--- src/rtl/clkgate_ctrl_pkg.sv ---
// rtl/clkgate_ctrl_pkg.sv - shared types, widths and parameter checks for the clock-gate enable controller
//
// Purpose: state encoding, internal counter widths and legality checks for
//          IDLE_CYCLES / WAKE_CYCLES used by clkgate_en_ctrl.
// Ports:   none (package).
package clkgate_ctrl_pkg;

  typedef enum logic [1:0] {
    ST_OFF  = 2'd0,
    ST_WAKE = 2'd1,
    ST_ON   = 2'd2
  } state_e;

  localparam int IDLE_CNT_W = 10;
  localparam int WAKE_CNT_W = 4;

  function automatic bit idle_cycles_ok(input int v);
    return (v >= 1) && (v <= 1023);
  endfunction

  function automatic bit wake_cycles_ok(input int v);
    return (v >= 1) && (v <= 15);
  endfunction

endpackage

--- src/rtl/cg_sat_counter.sv ---
// rtl/cg_sat_counter.sv - saturating up-counter with synchronous clear
//
// Purpose: counts inc pulses, sticks at all-ones, clr wins over inc.
// Ports:   clk   in   clock
//          rst_n in   asynchronous active-low reset
//          inc   in   increment request
//          clr   in   synchronous clear
//          q     out  [CNT_W-1:0] count
module cg_sat_counter #(
  parameter int CNT_W = 16
) (
  input  logic             clk,
  input  logic             rst_n,
  input  logic             inc,
  input  logic             clr,
  output logic [CNT_W-1:0] q
);

  logic [CNT_W-1:0] q_q;
  logic [CNT_W-1:0] q_d;

  always_comb begin
    q_d = q_q;
    if (clr) begin
      q_d = '0;
    end else if (inc && (q_q != '1)) begin
      q_d = q_q + 1'b1;
    end
  end

  always_ff @(posedge clk or negedge rst_n) begin
    if (!rst_n) begin
      q_q <= '0;
    end else begin
      q_q <= q_d;
    end
  end

  assign q = q_q;

endmodule

--- src/rtl/clkgate_en_ctrl.sv ---
// rtl/clkgate_en_ctrl.sv - E/SE driver for an integrated clock-gating cell
//
// Purpose: opens the gate on activity, holds ACK off for WAKE_CYCLES while the
//          gated clock restarts, closes after IDLE_CYCLES idle edges in ON.
// Ports:   CK       in   free-running clock (also feeds the gate cell)
//          RN       in   asynchronous active-low reset
//          REQ      in   level request for gated-clock service
//          BUSY     in   gated-domain busy, activity without ACK
//          FORCE_ON in   software hold-open
//          TE       in   scan/test enable
//          E        out  registered functional enable
//          SE       out  test enable, combinational copy of TE
//          ACK      out  REQ granted while in ON
//          GATE_CNT out  [CNT_W-1:0] saturating ON->OFF count
module clkgate_en_ctrl
  import clkgate_ctrl_pkg::*;
#(
  parameter int IDLE_CYCLES = 16,
  parameter int WAKE_CYCLES = 2,
  parameter int CNT_W       = 16
) (
  input  logic             CK,
  input  logic             RN,
  input  logic             REQ,
  input  logic             BUSY,
  input  logic             FORCE_ON,
  input  logic             TE,
  output logic             E,
  output logic             SE,
  output logic             ACK,
  output logic [CNT_W-1:0] GATE_CNT
);

  generate
    if (!idle_cycles_ok(IDLE_CYCLES)) begin : g_bad_idle
      $error("clkgate_en_ctrl: IDLE_CYCLES out of range 1..1023");
    end
    if (!wake_cycles_ok(WAKE_CYCLES)) begin : g_bad_wake
      $error("clkgate_en_ctrl: WAKE_CYCLES out of range 1..15");
    end
  endgenerate

  localparam logic [IDLE_CNT_W-1:0] IDLE_LAST = IDLE_CNT_W'(IDLE_CYCLES - 1);
  localparam logic [WAKE_CNT_W-1:0] WAKE_LAST = WAKE_CNT_W'(WAKE_CYCLES - 1);

  state_e                  state_q, state_d;
  logic                    e_q, e_d;
  logic [IDLE_CNT_W-1:0]   idle_cnt_q, idle_cnt_d;
  logic [WAKE_CNT_W-1:0]   wake_cnt_q, wake_cnt_d;
  logic                    close_evt;
  logic                    activity;

  assign activity = REQ | BUSY | FORCE_ON;

  always_comb begin
    state_d    = state_q;
    e_d        = e_q;
    idle_cnt_d = idle_cnt_q;
    wake_cnt_d = wake_cnt_q;
    close_evt  = 1'b0;
    unique case (state_q)
      ST_OFF: begin
        if (activity) begin
          state_d    = ST_WAKE;
          e_d        = 1'b1;
          wake_cnt_d = '0;
        end
      end
      ST_WAKE: begin
        // Wake runs to completion regardless of activity so the gated
        // clock is guaranteed stable before any ACK.
        if (wake_cnt_q == WAKE_LAST) begin
          state_d    = ST_ON;
          idle_cnt_d = '0;
        end else begin
          wake_cnt_d = wake_cnt_q + 1'b1;
        end
      end
      ST_ON: begin
        // Activity has priority over the close compare on the same edge.
        if (activity) begin
          idle_cnt_d = '0;
        end else if (idle_cnt_q == IDLE_LAST) begin
          state_d   = ST_OFF;
          e_d       = 1'b0;
          close_evt = 1'b1;
        end else begin
          idle_cnt_d = idle_cnt_q + 1'b1;
        end
      end
      default: begin
        state_d = ST_OFF;
        e_d     = 1'b0;
      end
    endcase
  end

  // Async reset drops E while CK may be high; the cell latch is closed then.
  always_ff @(posedge CK or negedge RN) begin
    if (!RN) begin
      state_q    <= ST_OFF;
      e_q        <= 1'b0;
      idle_cnt_q <= '0;
      wake_cnt_q <= '0;
    end else begin
      state_q    <= state_d;
      e_q        <= e_d;
      idle_cnt_q <= idle_cnt_d;
      wake_cnt_q <= wake_cnt_d;
    end
  end

  cg_sat_counter #(.CNT_W(CNT_W)) u_gate_cnt (
    .clk   (CK),
    .rst_n (RN),
    .inc   (close_evt),
    .clr   (1'b0),
    .q     (GATE_CNT)
  );

  assign E   = e_q;
  assign SE  = TE;
  assign ACK = (state_q == ST_ON) & REQ;

endmodule
--- config.mk ---
export PLATFORM = sky130hd
export DESIGN_NAME = clkgate_en_ctrl
export DESIGN_NICKNAME = d
export VERILOG_FILES = /design/src/rtl/clkgate_ctrl_pkg.sv /design/src/rtl/cg_sat_counter.sv /design/src/rtl/clkgate_en_ctrl.sv
export SDC_FILE = /design/constraint.sdc
export NUM_CORES = 1
export LEC_CHECK = 0
export ABC_AREA = 1
export BUFFER_PORTS_ARGS = -buffer_cell sky130_fd_sc_hd__buf_2
export CORE_MARGIN = 1.5
export CORE_UTILIZATION = 62
export CTS_CLUSTER_SIZE = 30
export DETAILED_ROUTE_END_ITERATION = 12
export GPL_TIMING_DRIVEN = 0
export PLACE_DENSITY = 0.91
export RECOVER_POWER = 100
export SETUP_SLACK_MARGIN = 0.02
export SKIP_LAST_GASP = 1
export SLEW_MARGIN = 10
export SYNTH_ARGS = -nofsm -noshare
export SYNTH_HDL_FRONTEND = slang
export SYNTH_SLANG_ARGS = --single-unit
--- constraint.sdc ---
create_clock -name CK -period 4.1 [get_ports CK]
set_clock_uncertainty 0.2 [all_clocks]
set_input_delay 0.41 -clock CK [delete_from_list [all_inputs] [get_ports CK]]
set_output_delay 0.41 -clock CK [all_outputs]
set_load 0.01 [all_outputs]
==> impl_metrics.ini, run 1 <==
[global_route]
grt_pass1_vias = 1541
grt_max_degree = 34
grtUsageTotal = 0.2627
grt_overflow = 0
grt_pass1_wl_um = 6844
antenna_found_initial = 0

[synthesis]
synth_cell_types = 22
syn-instance-count = 277
yosysWarnings = 0
synth_area_leaders = dfrtp_1 (42%), nand2_1 (22%), inv_1 (5.5%)
yosysTopAreaCell = dfrtp_1
synth_nets = 287
ys_seq_area_frac = 0.4161
netlist_area_um2 = 1984
synth.avg_cell_area_um2 = 7.164
ys_ff_latch = 33
synth_top_area_share = 0.4161

[placed_design]
place_ws_ns = 2.208
port_buffers = 23
place_congestion = 0.9349
hpwl_um = 2909

[routing]
vias = 1819
ant_nets = 0
wl_um = 4113
drt-vias-per-instance = 5.153
drtIter0Drc = 136
first_pass_iters = 4
post_drt_wl_per_cell_um = 11.65
drc = 0

[run]
maxCapViolCount = 1

[timing]
drv_slew = 34
fin_setup_tns_ns = 0
fin_crit_sh = 0.5501
hold_ws_ns = 0.3019
max_slew_margin = -0.1613
finalSetupViolations = 0
worst_slew_pin_slew_ns = 1.742
layout_setup_ws_ns = 1.845
finalHoldViolCount = 0
rsz0062_at_grt = no
timing.fmax_mhz = 443.4
fin_crit_ns = 2.255

[final_layout]
final_common_cell = nand2_1
drive_above_1_share = 0.06149
layout.nets = 318
syn_to_final_growth_pct = 9.710
mostFrequentLayoutCells = nand2_1 (116), dfrtp_1 (33), inv_1 (29)
multi_input_area_um2 = 974.7
fillCellCount = 285
antennaDiodeCount = 0
seq_area_um2 = 825.8

[die]
rows = 20
fp.coreArea_um2 = 3053
dieArea_um2 = 3549
die_y_um = 59.58
die_x_um = 59.58
start_util = 0.6500
ios = 25

[clocking]
cts_root_buffer = clkbuf_4
clk_latency_ns = 0.35
postCtsSetupBuffers = 0
clk_pin_slew_worst_paths_ns = 0.10
cts_made_buffers = 5
cts_max_path_buffers = 2
cts_sinks = 33
cts_tree = built
h-tree-depth = 2

[setup_path]
startpoint_type = input port
critPathTopFamily = buffers and inverters
worstPathMaxFanout = 33
cp_cell_sequence = dlygate4sd3_1, clkbuf_1
crit_required_ns = 4.04
critPathBufInv = 2
critPathArrivalTime_ns = 2.20
cp_slowest_stage_delay_ns = 1.25
worst-setup-path-type = input port to async pin
crit_path_end_kind = async pin
cp_slowest_cell = clkbuf_1

[power_and_ir_drop]
power.density_nw_per_um2 = 255.7
leakage_nw = 1.100
vdd_drop_max_uv = 193.4

[run_status]
outcome = finished, violations left
violations = capacitance limit, slew limit

[hold_path]
hp-class = flop to flop
path summary, 6_finish.rpt:
kind	startpoint	slack (ns)	cells past startpoint	to
hold / removal	E$_DFFE_PN0P_	0.30	2	E$_DFFE_PN0P_
setup / recovery	RN	1.84	2	u_gate_cnt.q[12]$_DFFE_PN0P_
min in group asynchronous	RN	0.85	2	u_gate_cnt.q[2]$_DFFE_PN0P_
hold reg to reg	E$_DFFE_PN0P_	0.30	2	E$_DFFE_PN0P_
setup reg to reg	idle_cnt_q[0]$_DFFE_PN0P_	1.87	9	u_gate_cnt.q[3]$_DFFE_PN0P_
max in group CK	idle_cnt_q[0]$_DFFE_PN0P_	1.87	9	u_gate_cnt.q[3]$_DFFE_PN0P_
flip-flops by register name, summed over array words and instances (netlist names):
register      count
state_q           2
u_gate_cnt.q     16
E                 1
idle_cnt_q       10
wake_cnt_q        4
metal layers:
metal	part of all wire	GRT usage	up-vias
met5	0	0	-
met4	0.018	0.1111	0
met3	0.051	0.07205	8
met2	0.49	0.4333	46
met1	0.44	0.3226	837
li1	-	-	928
logic make-up (layout without fill, tap and decap cells):
| logic type | count (synthesis) | in the layout | synth area share |
|---|---|---|---|
| AO/OA/AOI/OAI | 20 | 20 | 0.05485 |
| XOR/XNOR | 13 | 13 | 0.05738 |
| adder cells (fa/ha/maj) | 4 | 4 | 0.02522 |
| buffers and inverters | 35 | 67 | 0.08133 |
| flip-flops | 33 | 33 | 0.4161 |
| AND/OR/NAND/NOR | 172 | 172 | 0.3651 |
cells in the mapped netlist:
master      n
nand3_1    18
nor3_2      1
nor2_1     24
o31ai_1     1
clkinv_1    1
o22ai_1     1
xnor2_1     7
nor2_2      4
xor2_1      6
a21oi_1     1
buf_6       3
nand3_2     2
nand2_2     2
nand2_1   114
buf_4       2
dfrtp_1    33
o21ai_0    15
nand4_1     6
o21bai_1    2
ha_1        4
inv_1      29
nor2_4      1
report_power, final:
| group | switching, mW | internal (mW) | total (mW) |
|---|---|---|---|
| Sequential | 0.000971 | 0.326 | 0.327 |
| Clock | 0.117 | 0.0993 | 0.216 |
| Combinational | 0.00994 | 0.00397 | 0.0139 |
layout make-up:
cell class	count	area share
tap	44	0.02529
clock buffer	7	0.02989
timing repair buffer	24	0.04655
buffer	5	0.01724
clock inverter	1	0.002299
multi-input combinational	209	0.4477
inverter	30	0.05172
sequential	33	0.3793
worst register-to-register path: stages, from the launching register on:
cell,delay (ns)
dfrtp_1,0.48
ha_1,0.27
nand3_1,0.20
nor2_1,0.08
nand2_1,0.10
clkinv_1,0.12
nand2_1,0.20
clkbuf_1,0.36
nand2_1,0.09
nand2_1,0.08
metrics by stage:
step | std cells | power [mW] | cell area [um^2] | utilization
2_1_floorplan | 277 | 0.3372 | 1984 | -
3_3_place_gp | 344 | 0.3469 | 2155 | 0.7057
3_5_place_dp | 344 | 0.3472 | 2155 | 0.7057
4_1_cts | 353 | 0.5625 | 2235 | 0.7320
5_1_grt | 353 | 0.5771 | 2177 | 0.7131
6_report | 353 | 0.5566 | 2177 | 0.7131
repair_timing:
| action | in CTS | in global routing |
|---|---|---|
| hold buffers | 1 | 0 |
| endpoints found under the hold margin | 33 | 0 |
| gates resized for setup | 0 | 0 |
(Power assumes the default switching activity.)
==> run 2: changes to the inputs <==
- CORE_UTILIZATION: 62 -> 52
- PLACE_DENSITY: 0.91 -> 0.82
- clock period: 4.1 -> 1.85 ns (I/O delays scaled with it)
==> run 2 against run 1 <==
The run now ends clean. Combinational power grew to 2.5 times the previous value. Via count is 0.55% lower. Highest routed layer unchanged. Clock power grew to 3.3 times the previous value. Count of clock-buffer cells in the layout is 2 lower. Core utilization is 6.3 points lower. Final area is 9.4% higher. Register-to-register slack worse by 1.7 ns. Non-clock buffer count is 11 higher. Sequential share of layout area is 3.2 points lower. Sequential power is 120% higher.
==> impl_metrics.ini, run 2 (same netlist as run 1, synthesis figures left out) <==
[run_status]
outcome = complete, no violations

[setup_path]
critPathTopFamily = simple AND/OR/NAND/NOR gates
cp_slowest_cell = dfrtp_1
r2r_start = idle_cnt_q[8]$_DFFE_PN0P_
startpoint_type = flop
worstPathMaxFanout = 10
crit_path_end_kind = flop
rrSetupSlack_ns = 0.13
cp_slowest_stage_delay_ns = 0.42
crit_required_ns = 1.84
worst-setup-path-type = flop to flop
r2r_cells = 9
cp_cell_sequence = nor2_1, nand3_2, nor2_2, nand2_2, clkinv_1, nand2_2, buf_6, nand2_1, nand2_1
critPathBufInv = 2
critPathArrivalTime_ns = 1.71
worstReg2RegEnd = u_gate_cnt.q[1]$_DFFE_PN0P_

[routing]
first_pass_iters = 4
vias = 1809
post_drt_wl_per_cell_um = 11.65
drtIter0Drc = 149
wl_um = 4287
ant_nets = 0
drc = 0
drt-vias-per-instance = 4.916

[timing]
fin_crit_ns = 1.722
layout_setup_ws_ns = 0.1284
drv_slew = 0
finalHoldViolCount = 0
max_slew_margin = 0.5227
fin_crit_sh = 0.9306
timing.fmax_mhz = 580.8
worst_slew_pin_slew_ns = 0.7159
finalSetupViolations = 0
rsz0062_at_grt = yes

[clocking]
clk_latency_ns = 0.30
h-tree-depth = 2
cts_made_buffers = 5
cts_max_path_buffers = 2
clk_pin_slew_worst_paths_ns = 0.08
cts_tree = built
cts_root_buffer = clkbuf_8
cts_sinks = 33

[hold_path]
min_to = E$_DFFE_PN0P_
hp-class = input port to flop
min_path_cells = 5
holdCritStartpoint = FORCE_ON

[final_layout]
layout.nets = 329
antennaDiodeCount = 0
stdcell_count = 368
final_common_cell = nand2_1
syn_to_final_growth_pct = 19.99
drive_above_1_share = 0.1625
mostFrequentLayoutCells = nand2_1 (113), dfrtp_1 (32), inv_1 (29)
largest_reg_flops = 16

[die]
rows = 22
ios = 25
dieArea_um2 = 4196
fp.coreArea_um2 = 3661
start_util = 0.5420
die_x_um = 64.78
die_y_um = 64.78

[global_route]
grt_max_degree = 34
grt_pass1_vias = 1664
grt_pass1_wl_um = 7086
grt_overflow = 0
antenna_found_initial = 0
grtUsageTotal = 0.2189

[placed_design]
place_congestion = 0.8798
hpwl_um = 2904
port_buffers = 23
place_ws_ns = -0.03526
dpl.cell_count = 348

[run]
maxCapViolCount = 0

[power_and_ir_drop]
comb_power_share = 0.024
internal_power_mw = 1.136
clkPwrFrac = 0.482
pwr-share-seq = 0.494
vdd_drop_max_uv = 663.8
switching_power_mw = 0.3274
power.density_nw_per_um2 = 614.8
leakage_nw = 1.215
p_sw_frac = 0.2237
==> run 2: cell type report <==
| cell class | count | area [um^2] |
|---|---|---|
| clock inverters | 3 | 46.29 |
| multi-input cells | 209 | 1022 |
| inverters | 30 | 112.6 |
| repair buffers | 35 | 195.2 |
| plain buffers | 5 | 48.80 |
| clock buffers | 5 | 68.82 |
| well taps | 48 | 60.06 |
| fillers | 306 | 1280 |
| flip-flops and latches | 33 | 827.0 |
==> run 2: tightest hold or removal path, cell delays in order <==
cell     delay, ns
buf_2         0.08
nor2_1        0.03
nand2_1       0.13
nand2_1       0.12
nand2_1       0.09
==> run 2: worst max-delay path by stage <==
stage / startpoint / endpoint / slack [ns] / cells after the start
final: idle_cnt_q[8]$_DFFE_PN0P_ / u_gate_cnt.q[1]$_DFFE_PN0P_ / 0.13 / 9
after global routing: u_gate_cnt.q[0]$_DFFE_PN0P_ / u_gate_cnt.q[11]$_DFFE_PN0P_ / -0.03 / 10
after CTS: idle_cnt_q[0]$_DFFE_PN0P_ / u_gate_cnt.q[11]$_DFFE_PN0P_ / 0.02 / 9
after detailed placement: idle_cnt_q[0]$_DFFE_PN0P_ / u_gate_cnt.q[11]$_DFFE_PN0P_ / -0.04 / 9
after global placement: idle_cnt_q[0]$_DFFE_PN0P_ / u_gate_cnt.q[1]$_DFFE_PN0P_ / 0.02 / 9
after floorplan: u_gate_cnt.q[0]$_DFFE_PN0P_ / u_gate_cnt.q[5]$_DFFE_PN0P_ / 0.15 / 9
==> run 2: stage by stage <==
| step | total power [mW] | setup TNS (ns) | cell area, um^2 | util | hold slack (ns) |
|---|---|---|---|---|---|
| 2_1_floorplan | 0.7472 | 0 | 1984 | - | -0.3106 |
| 3_3_place_gp | 0.7688 | 0 | 2160 | 0.5899 | 0.08430 |
| 3_5_place_dp | 0.7700 | -0.2301 | 2160 | 0.5899 | 0.09406 |
| 4_1_cts | 1.474 | 0 | 2288 | 0.6251 | 0.1673 |
| 5_1_grt | 1.508 | -0.04030 | 2381 | 0.6504 | 0.2326 |
| 6_report | 1.464 | 0 | 2381 | 0.6504 | 0.1749 |
==> run 2: layer usage <==
layer	up-vias	wire length [um]	GRT usage
li1	946	-	-
met1	813	1890	0.2581
met2	40	2114	0.3814
met3	10	188	0.04167
met4	0	93	0.1037
met5	-	0	0
==> run 2: power groups by stage <==
stage          Combinational (mW)  Sequential (mW)  Clock [mW]
2_1_floorplan             0.00942            0.738           0
3_3_place_gp               0.0308            0.738           0
3_5_place_dp               0.0319            0.738           0
4_1_cts                    0.0335            0.724       0.716
5_1_grt                    0.0410            0.723       0.743
6_report                   0.0349            0.723       0.706
==> run 2: timing repair <==
action / CTS / global route
endpoints found under the setup margin: 13 / 20
hold buffers: 1 / 0
resized for setup: 2 / 6
buffers inserted: 0 / 11
hold endpoints to repair: 33 / 0
pin swaps: 0 / 2
==> run 3: changes to the inputs <==
- CORE_UTILIZATION: 52 -> 54
- CTS_BUF_LIST: not set -> sky130_fd_sc_hd__clkbuf_8
- PLACE_DENSITY: 0.82 -> 0.84
==> run 3 against run 2 <==
Final cell count decreased by 2.4%. Power increased by 0.52%. Largest power group unchanged. Sequential power about the same. Critical path type unchanged.
==> impl_metrics.ini, run 3 (same netlist as run 1, synthesis figures left out) <==
[run_status]
outcome = complete, no violations

[run]
maxCapViolCount = 0

[die]
ios = 25
dieArea_um2 = 4048
fp.coreArea_um2 = 3442
start_util = 0.5765
rows = 21
die_x_um = 63.62
die_y_um = 63.62

[global_route]
grt_overflow = 0
grt_pass1_vias = 1614
grt_max_degree = 34
grt_pass1_wl_um = 6782
antenna_found_initial = 0
grtUsageTotal = 0.2172

[hold_path]
hp-class = input port to flop

[setup_path]
critPathTopFamily = simple AND/OR/NAND/NOR gates
crit_path_end_kind = flop
worstPathMaxFanout = 10
critPathArrivalTime_ns = 1.69
crit_required_ns = 1.84
cp_cell_sequence = ha_2, nand3_4, nor2_2, nand2_2, clkinv_1, nand2_2, buf_6, nand2_1, nand2_1
worst-setup-path-type = flop to flop
critPathBufInv = 2
cp_slowest_stage_delay_ns = 0.39
startpoint_type = flop
cp_slowest_cell = dfrtp_1

[power_and_ir_drop]
leakage_nw = 1.155
power.density_nw_per_um2 = 634.4
internal_power_mw = 1.166
p_sw_frac = 0.2075
p_total_mw = 1.472
switching_power_mw = 0.3053
comb_power_share = 0.023
pwr-share-seq = 0.491
clkPwrFrac = 0.485
vdd_drop_max_uv = 439.3

[timing]
finalSetupViolations = 0
worst_slew_pin_slew_ns = 0.8144
fin_crit_sh = 0.9217
layout_setup_ws_ns = 0.1448
fin_crit_ns = 1.705
rsz0062_at_grt = no
finalHoldViolCount = 0
max_slew_margin = 0.4570
drv_slew = 0
timing.fmax_mhz = 586.4

[routing]
post_drt_wl_per_cell_um = 11.66
ant_nets = 0
drc = 0
wl_um = 4186
drt-vias-per-instance = 5.111
vias = 1835
drtIter0Drc = 133
first_pass_iters = 4

[final_layout]
mostFrequentLayoutCells = nand2_1 (114), dfrtp_1 (32), inv_1 (29)
antennaDiodeCount = 0
final_common_cell = nand2_1
largest_reg_flops = 16
finish.utilization = 0.6739
layout.nets = 322
drive_above_1_share = 0.1214
syn_to_final_growth_pct = 16.90

[placed_design]
place_congestion = 0.8570
port_buffers = 23
place_ws_ns = -0.03967
hpwl_um = 2882

[clocking]
cts_max_path_buffers = 2
clk_latency_ns = 0.29
cts_root_buffer = clkbuf_8
clk_pin_slew_worst_paths_ns = 0.07
cts_tree = built
cts_sinks = 33
h-tree-depth = 2
cts_made_buffers = 5
-- run 3: path summary, 6_finish.rpt --
path	start	to	slack, ns	depth (start not counted)
min in group asynchronous	RN	u_gate_cnt.q[9]$_DFFE_PN0P_	0.31	2
hold / removal	FORCE_ON	E$_DFFE_PN0P_	0.14	5
setup reg to reg	idle_cnt_q[1]$_DFFE_PN0P_	u_gate_cnt.q[3]$_DFFE_PN0P_	0.14	9
setup / recovery	idle_cnt_q[1]$_DFFE_PN0P_	u_gate_cnt.q[3]$_DFFE_PN0P_	0.14	9
hold reg to reg	E$_DFFE_PN0P_	E$_DFFE_PN0P_	0.28	2
max in group asynchronous	RN	idle_cnt_q[0]$_DFFE_PN0P_	0.57	2
-- run 3: routing by layer --
| metal | up-vias | track usage | wire, um |
|---|---|---|---|
| met2 | 41 | 0.3539 | 2024 |
| met3 | 5 | 0.05357 | 166 |
| met1 | 860 | 0.2646 | 1928 |
| li1 | 929 | - | - |
| met5 | - | 0 | 0 |
| met4 | 0 | 0.1141 | 66 |
-- run 3: repair_timing --
item / 4_1_cts / 5_1_grt
hold buffers: 1 / 0
setup buffers: 1 / 3
pin swaps: 0 / 2
hold endpoints to repair: 33 / 0
gates resized for setup: 2 / 6
setup endpoints to repair: 11 / 15
-- run 3: power groups by stage --
stage,clock (mW),combinational [mW],sequential [mW]
floorplan,0,0.00942,0.738
global placement,0,0.0308,0.738
detailed placement,0,0.0313,0.738
CTS,0.726,0.0353,0.723
global route,0.753,0.0395,0.723
finish,0.714,0.0341,0.723
-- run 3: area by class of cell --
type | count | area, um^2
Buffer | 5 | 48.80
Clock buffer | 6 | 82.58
Clock inverter | 2 | 33.78
Fill cell | 294 | 1122
Inverter | 30 | 112.6
Multi-Input combinational cell | 209 | 1025
Sequential cell | 33 | 827.0
Tap cell | 46 | 57.56
Timing Repair Buffer | 28 | 132.6
-- run 3: tightest hold or removal path: stages --
cell and delay [ns]:
buf_2 0.07, nor2_1 0.03, nand2_1 0.12, nand2_1 0.11
nand2_1 0.08
-- run 3: through the flow --
stage	cell area, um^2	cells	TNS (ns)	hold WS [ns]
2_1_floorplan	1984	277	0	-0.3106
5_1_grt	2320	359	0	0.1968
3_3_place_gp	2157	346	-0.02533	0.08615
4_1_cts	2295	356	0	0.1399
6_report	2320	359	0	0.1397
3_5_place_dp	2157	346	-0.2808	0.09122
